<file path="config.mk">
export PLATFORM = sky130hd
export DESIGN_NAME = div_ctrl_flat
export DESIGN_NICKNAME = d
export VERILOG_FILES = /design/src/rtl/div_if.sv /design/src/rtl/div_ctrl.sv /design/src/flat_wrapper.sv
export SDC_FILE = /design/constraint.sdc
export NUM_CORES = 1
export LEC_CHECK = 0
export BUFFER_PORTS_ARGS = -buffer_cell sky130_fd_sc_hd__buf_2
export CAP_MARGIN = 20
export CORE_MARGIN = 1.5
export CORE_UTILIZATION = 35
export DETAILED_ROUTE_END_ITERATION = 16
export GPL_TIMING_DRIVEN = 1
export HOLD_SLACK_MARGIN = 0.1
export SYNTH_ARGS = -nofsm -noshare
export SYNTH_HDL_FRONTEND = slang
export SYNTH_SLANG_ARGS = --single-unit
</file>
<file path="constraint.sdc">
create_clock -name clk -period 10.3 [get_ports clk]
set_input_delay 1.03 -clock clk [delete_from_list [all_inputs] [get_ports clk]]
set_output_delay 1.03 -clock clk [all_outputs]
set_load 0.01 [all_outputs]
</file>
<file path="src/rtl/div_if.sv">
// Handshake bundle between the EX stage and the divide sequencer.
// The master drives the EX-stage controls and operands; the slave returns stall and results.
interface div_if #(
  parameter int DATA_W = 32
);
  logic [7:0]        alucontrol;
  logic              en;
  logic              flush;
  logic [DATA_W-1:0] opdata1;
  logic [DATA_W-1:0] opdata2;
  logic              stall_div;
  logic              result_valid;
  logic [DATA_W-1:0] hi;
  logic [DATA_W-1:0] lo;
  logic              div_zero;

  modport master (
    output alucontrol, en, flush, opdata1, opdata2,
    input  stall_div, result_valid, hi, lo, div_zero
  );

  modport slave (
    input  alucontrol, en, flush, opdata1, opdata2,
    output stall_div, result_valid, hi, lo, div_zero
  );
endinterface

</file>
<file path="src/rtl/div_ctrl.sv">
// Multi-cycle restoring divide sequencer for DIV/DIVU in the EX stage.
// Stalls the pipeline while iterating, then writes quotient to LO and remainder to HI.
module div_ctrl #(
  parameter int DATA_W = 32
) (
  input logic  clk,
  input logic  rst,
  div_if.slave bus
);
  localparam logic [7:0] DIV_CODE  = 8'b00011010;
  localparam logic [7:0] DIVU_CODE = 8'b00011011;
  localparam logic [5:0] LAST_ITER = 6'(DATA_W - 1);

  typedef enum logic [1:0] {IDLE, RUN, DONE} state_t;

  state_t state, state_nxt;

  logic                start;
  logic                signed_op;
  logic                accept;
  logic [5:0]          cnt;
  logic                sop_q;
  logic                neg1_q;
  logic                neg2_q;
  logic                dz_q;
  logic [DATA_W-1:0]   dvd_q;
  logic [DATA_W-1:0]   dvs_q;
  logic [2*DATA_W:0]   work;
  logic [2*DATA_W:0]   shifted;
  logic signed [DATA_W:0] trial;
  logic [DATA_W-1:0]   quo_fix;
  logic [DATA_W-1:0]   rem_fix;

  function automatic logic [DATA_W-1:0] magnitude(input logic signed [DATA_W-1:0] x,
                                                   input logic is_signed);
    if (is_signed && (x < 0))
      return DATA_W'(-x);
    return $unsigned(x);
  endfunction

  // Two's-complement negation wraps, so the most negative quotient stays itself.
  function automatic logic [DATA_W-1:0] apply_sign(input logic [DATA_W-1:0] mag,
                                                    input logic neg);
    return neg ? DATA_W'(-mag) : mag;
  endfunction

  assign start     = bus.en & ((bus.alucontrol == DIV_CODE) | (bus.alucontrol == DIVU_CODE));
  assign signed_op = (bus.alucontrol == DIV_CODE);
  assign accept    = (state == IDLE) & start & ~bus.flush;

  assign shifted = work << 1;
  assign trial   = $signed(shifted[2*DATA_W:DATA_W] - {1'b0, dvs_q});

  assign quo_fix = apply_sign(work[DATA_W-1:0], sop_q & (neg1_q ^ neg2_q));
  assign rem_fix = apply_sign(work[2*DATA_W-1:DATA_W], sop_q & neg1_q);

  always_ff @(posedge clk) begin
    if (rst) state <= IDLE;
    else     state <= state_nxt;
  end

  always_comb begin
    state_nxt = state;
    unique case (state)
      IDLE:    if (start) state_nxt = (bus.opdata2 == '0) ? DONE : RUN;
      RUN:     if (cnt == LAST_ITER) state_nxt = DONE;
      DONE:    state_nxt = IDLE;
      default: state_nxt = IDLE;
    endcase
    if (bus.flush) state_nxt = IDLE;
  end

  always_comb begin
    bus.stall_div    = 1'b0;
    bus.result_valid = 1'b0;
    if (!bus.flush) begin
      unique case (state)
        IDLE:    bus.stall_div    = start;
        RUN:     bus.stall_div    = 1'b1;
        DONE:    bus.result_valid = 1'b1;
        default: ;
      endcase
    end
  end

  // Operand capture and iteration; these carry no reset since state gates their use.
  always_ff @(posedge clk) begin
    if (accept) begin
      sop_q  <= signed_op;
      neg1_q <= signed_op & bus.opdata1[DATA_W-1];
      neg2_q <= signed_op & bus.opdata2[DATA_W-1];
      dvd_q  <= bus.opdata1;
      dvs_q  <= magnitude(bus.opdata2, signed_op);
      work   <= {{(DATA_W+1){1'b0}}, magnitude(bus.opdata1, signed_op)};
    end else if ((state == RUN) && !bus.flush) begin
      if (trial < 0) work <= shifted;
      else           work <= {trial, shifted[DATA_W-1:1], 1'b1};
    end
  end

  always_ff @(posedge clk) begin
    if (rst) begin
      cnt          <= '0;
      dz_q         <= 1'b0;
      bus.hi       <= '0;
      bus.lo       <= '0;
      bus.div_zero <= 1'b0;
    end else if (accept) begin
      cnt  <= '0;
      dz_q <= (bus.opdata2 == '0);
    end else if ((state == RUN) && !bus.flush) begin
      cnt <= cnt + 6'd1;
    end else if ((state == DONE) && !bus.flush) begin
      bus.lo       <= dz_q ? '1    : quo_fix;
      bus.hi       <= dz_q ? dvd_q : rem_fix;
      bus.div_zero <= dz_q;
    end
  end

endmodule

</file>
<file path="src/flat_wrapper.sv">
// flat-port wrapper written by rule: the top's interface ports become plain ports
module div_ctrl_flat 
#(
  parameter int DATA_W = 32
)
  (clk, rst, bus_alucontrol, bus_en, bus_flush, bus_opdata1, bus_opdata2, bus_stall_div, bus_result_valid, bus_hi, bus_lo, bus_div_zero);
  div_if #(.DATA_W(DATA_W)) bus_i ();
  input logic clk;
  input logic rst;
  input wire logic [$bits(bus_i.alucontrol)-1:0] bus_alucontrol;
  input wire logic [$bits(bus_i.en)-1:0] bus_en;
  input wire logic [$bits(bus_i.flush)-1:0] bus_flush;
  input wire logic [$bits(bus_i.opdata1)-1:0] bus_opdata1;
  input wire logic [$bits(bus_i.opdata2)-1:0] bus_opdata2;
  output wire logic [$bits(bus_i.stall_div)-1:0] bus_stall_div;
  output wire logic [$bits(bus_i.result_valid)-1:0] bus_result_valid;
  output wire logic [$bits(bus_i.hi)-1:0] bus_hi;
  output wire logic [$bits(bus_i.lo)-1:0] bus_lo;
  output wire logic [$bits(bus_i.div_zero)-1:0] bus_div_zero;
  assign bus_i.alucontrol = bus_alucontrol;
  assign bus_i.en = bus_en;
  assign bus_i.flush = bus_flush;
  assign bus_i.opdata1 = bus_opdata1;
  assign bus_i.opdata2 = bus_opdata2;
  assign bus_stall_div = bus_i.stall_div;
  assign bus_result_valid = bus_i.result_valid;
  assign bus_hi = bus_i.hi;
  assign bus_lo = bus_i.lo;
  assign bus_div_zero = bus_i.div_zero;
  div_ctrl #(.DATA_W(DATA_W)) u_core (.clk(clk), .rst(rst), .bus(bus_i));
endmodule
</file>
==> impl_metrics.toml <==
[outcome]
run_status = "completed"

[pwr]
p_comb_share_pct = 10.3
p_int_mw = 1.456
p_total_mw = 1.939
switching_share_pct = 24.90
p_clk_share_pct = 44.2
p_seq_share_pct = 45.5
switchingPower_uw = 482.8
p_leak_nw = 5.673
power.density_nw_per_um2 = 138.8
ir_drop_uv = 123.6

[worst_hold_path]
hp-class = "reg -> reg"

[timing]
setup-violations-final = 0
slew_headroom_pct = 31.79
rsz0062_at_grt = "false"
finClkSkew_ns = 0.01060
setup_tns_ns = 0
postLayoutSetupSlackWorst_ns = 6.506
post-route-period-util_pct = 36.83
fin_crit_ns = 3.794
hold_viol_final = 0
tightest_slew_ns = 1.021
max_freq_mhz = 263.6
drv_slew = 0

[yosys]
yosysWarnings = 0
synth_cells = 1377
yosysUniqueCellTypes = 71
syn_avg_cell_area_um2 = 8.747
synth_top_cell_by_area = "edfxtp_1"
syn-num-nets = 1491
synth-edff-count = 99
syn_area_um2 = 12040
async_flop_share_pct = 0
synth_area_leaders = "edfxtp_1 (25%), dfxtp_1 (18%), a21oi_1 (5.8%), nand2_1 (5.8%), xnor2_1 (5.5%)"
synth_top_area_share_pct = 24.68
yosysSeqAreaShare_pct = 42.30
ys.flop_type = "dfxtp_1"
ys_ff_latch = 205

[clock_network]
clk_pin_slew_ns = 0.05
cts.hold.buffers_added = 0
clock_sinks = 205
cts_resized = 0
root_buffer = "clkbuf_16"
h-tree-depth = 1
insertion_delay_ns = 0.52
clock_path_buffers = 3
cts_tree = "done"
post_cts_buffers = 0
numCtsBuffers = 26

[worst_setup_path]
cp_max_fo = 42
crit_top_cell = "buf_2"
cp-end-kind = "output pin"
worstPathRequired_ns = 9.27
critPathKind = "in -> out"
crit_arrival_ns = 2.76
crit_path_cell_trace = "buf_2, or3b_2, buf_4, inv_2, buf_2"
slowest_stage = "inv_2"
start_kind = "input pin"
slowest_delay_ns = 0.59

[global_routing]
grt-ovfl-total = 0
grt_usage_pct = 17.77
grt_max_degree = 75
grt_pass1_vias = 9830
grt_pass1_wl_um = 51430
antenna_found_initial = 1

[placement]
place_hpwl_um = 23530
pre_cts_ws_ns = 5.880
dpl_cell_area_um2 = 13150
gp_congestion = 0.8295
portBuffers = 142

[routing]
drt-wirelength-per-cell_um = 16.40
drt_drc_violations_left = 0
drtIter0Drc = 785
vias = 10209
firstDrtPassIters = 6
drt_wl_total_um = 32090
via_per_inst = 5.217
ant_nets = 0

[floorplan]
die_w_um = 188.5
ios = 143
rows = 67
die_y_um = 188.5
die-area_um2 = 35530
core_area_um2 = 33700
start_util_pct = 35.74

[final_layout]
fin_nets = 1603
multi_input_area_um2 = 6459
final_common_cell = "nand2_1"
layout-drive-gt1-share_pct = 15.05
finish.instance_area_um2 = 13960
syn2layout_area_growth_pct = 15.94
seqCellArea_um2 = 5096
layout_common_cells = "nand2_1 (186), buf_2 (142), a21oi_1 (140)"
fill_cells = 3389
fin_util_pct = 41.43

[run]
maxCapViolCount = 0
final timing paths:
kind	start	endpoint	slack (ns)	depth (start not counted)
max	bus_flush	bus_result_valid	6.51	5
min	u_core.bus.hi[8]	u_core.bus.hi[8]	0.45	2
max reg2reg	u_core.work[31]	u_core.work[46]	6.66	13
min reg2reg	u_core.bus.hi[8]	u_core.bus.hi[8]	0.45	2
state kept, by name (all words and copies together) (netlist names):
| register | count |
|---|---|
| u_core.work | 64 |
| u_core.bus.hi | 32 |
| u_core.bus.lo | 32 |
| u_core.dvd_q | 32 |
| u_core.dvs_q | 32 |
| u_core.cnt | 6 |
| u_core.state | 2 |
| u_core.bus.div_zero | 1 |
| u_core.dz_q | 1 |
| u_core.neg1_q | 1 |
| u_core.neg2_q | 1 |
| u_core.sop_q | 1 |
stage by stage:
step	instances	hold WS [ns]
floorplan	1377	0.4634
CTS	1956	0.4536
finish	1957	0.4493
detailed placement	1909	0.4462
global placement	1909	0.4419
global route	1956	0.4687
cell families after synthesis:
logic type | synth area share [%]
xor gates and xnor gates | 11.19
and+or+nand+nor | 17.26
AOI/OAI and AO/OA | 18.59
DFF | 42.30
muxes | 2.493
buffers and inverters | 4.166
adders and majority gates | 4.010
critical path, delay by kind of cell:
| kind | cells | cell delay [ns] |
|---|---|---|
| buffers and inverters | 4 | 1.28 |
| AND/OR/NAND/NOR | 1 | 0.43 |
Yosys cell counts, types with 7 or more instances:
| library cell | n |
|---|---|
| nand2_1 | 186 |
| a21oi_1 | 140 |
| o21ai_0 | 132 |
| dfxtp_1 | 106 |
| nor2_1 | 106 |
| edfxtp_1 | 99 |
| xnor2_1 | 76 |
| xor2_1 | 76 |
| inv_1 | 62 |
| clkbuf_1 | 60 |
| nor3_1 | 43 |
| ha_1 | 37 |
| mux2i_1 | 30 |
| o22ai_1 | 24 |
| o31ai_1 | 21 |
| a21o_1 | 13 |
| nand3_1 | 12 |
| nand2b_1 | 11 |
| nand4_1 | 11 |
| nor4_1 | 9 |
| o41ai_1 | 9 |
| or4_1 | 8 |
| and2_1 | 7 |
power groups by stage:
stage	clock network, mW	registers [mW]	logic, mW
floorplan	0	0.891	0.137
global placement	0	0.899	0.195
detailed placement	0	0.899	0.198
CTS	0.876	0.882	0.199
global route	0.910	0.883	0.223
finish	0.857	0.882	0.200
final cells by class:
type                       instances  area share [%]
inverter                          63           1.694
timing repair buffer             153           5.681
tap                              448           4.014
antenna                            1         0.01792
clock inverter                    11          0.4032
multi-input combinational       1040           46.25
clock buffer                      36           5.439
sequential                       205           36.50
metal layers:
metal	vias up	GRT usage [%]	routed length, um
li1	5103	-	-
met1	4794	24.24	14920
met2	272	29.78	14940
met3	38	2.757	1745
met4	2	3.571	480
met5	-	0	13
Note: power is estimated with default switching activity, not from simulation.
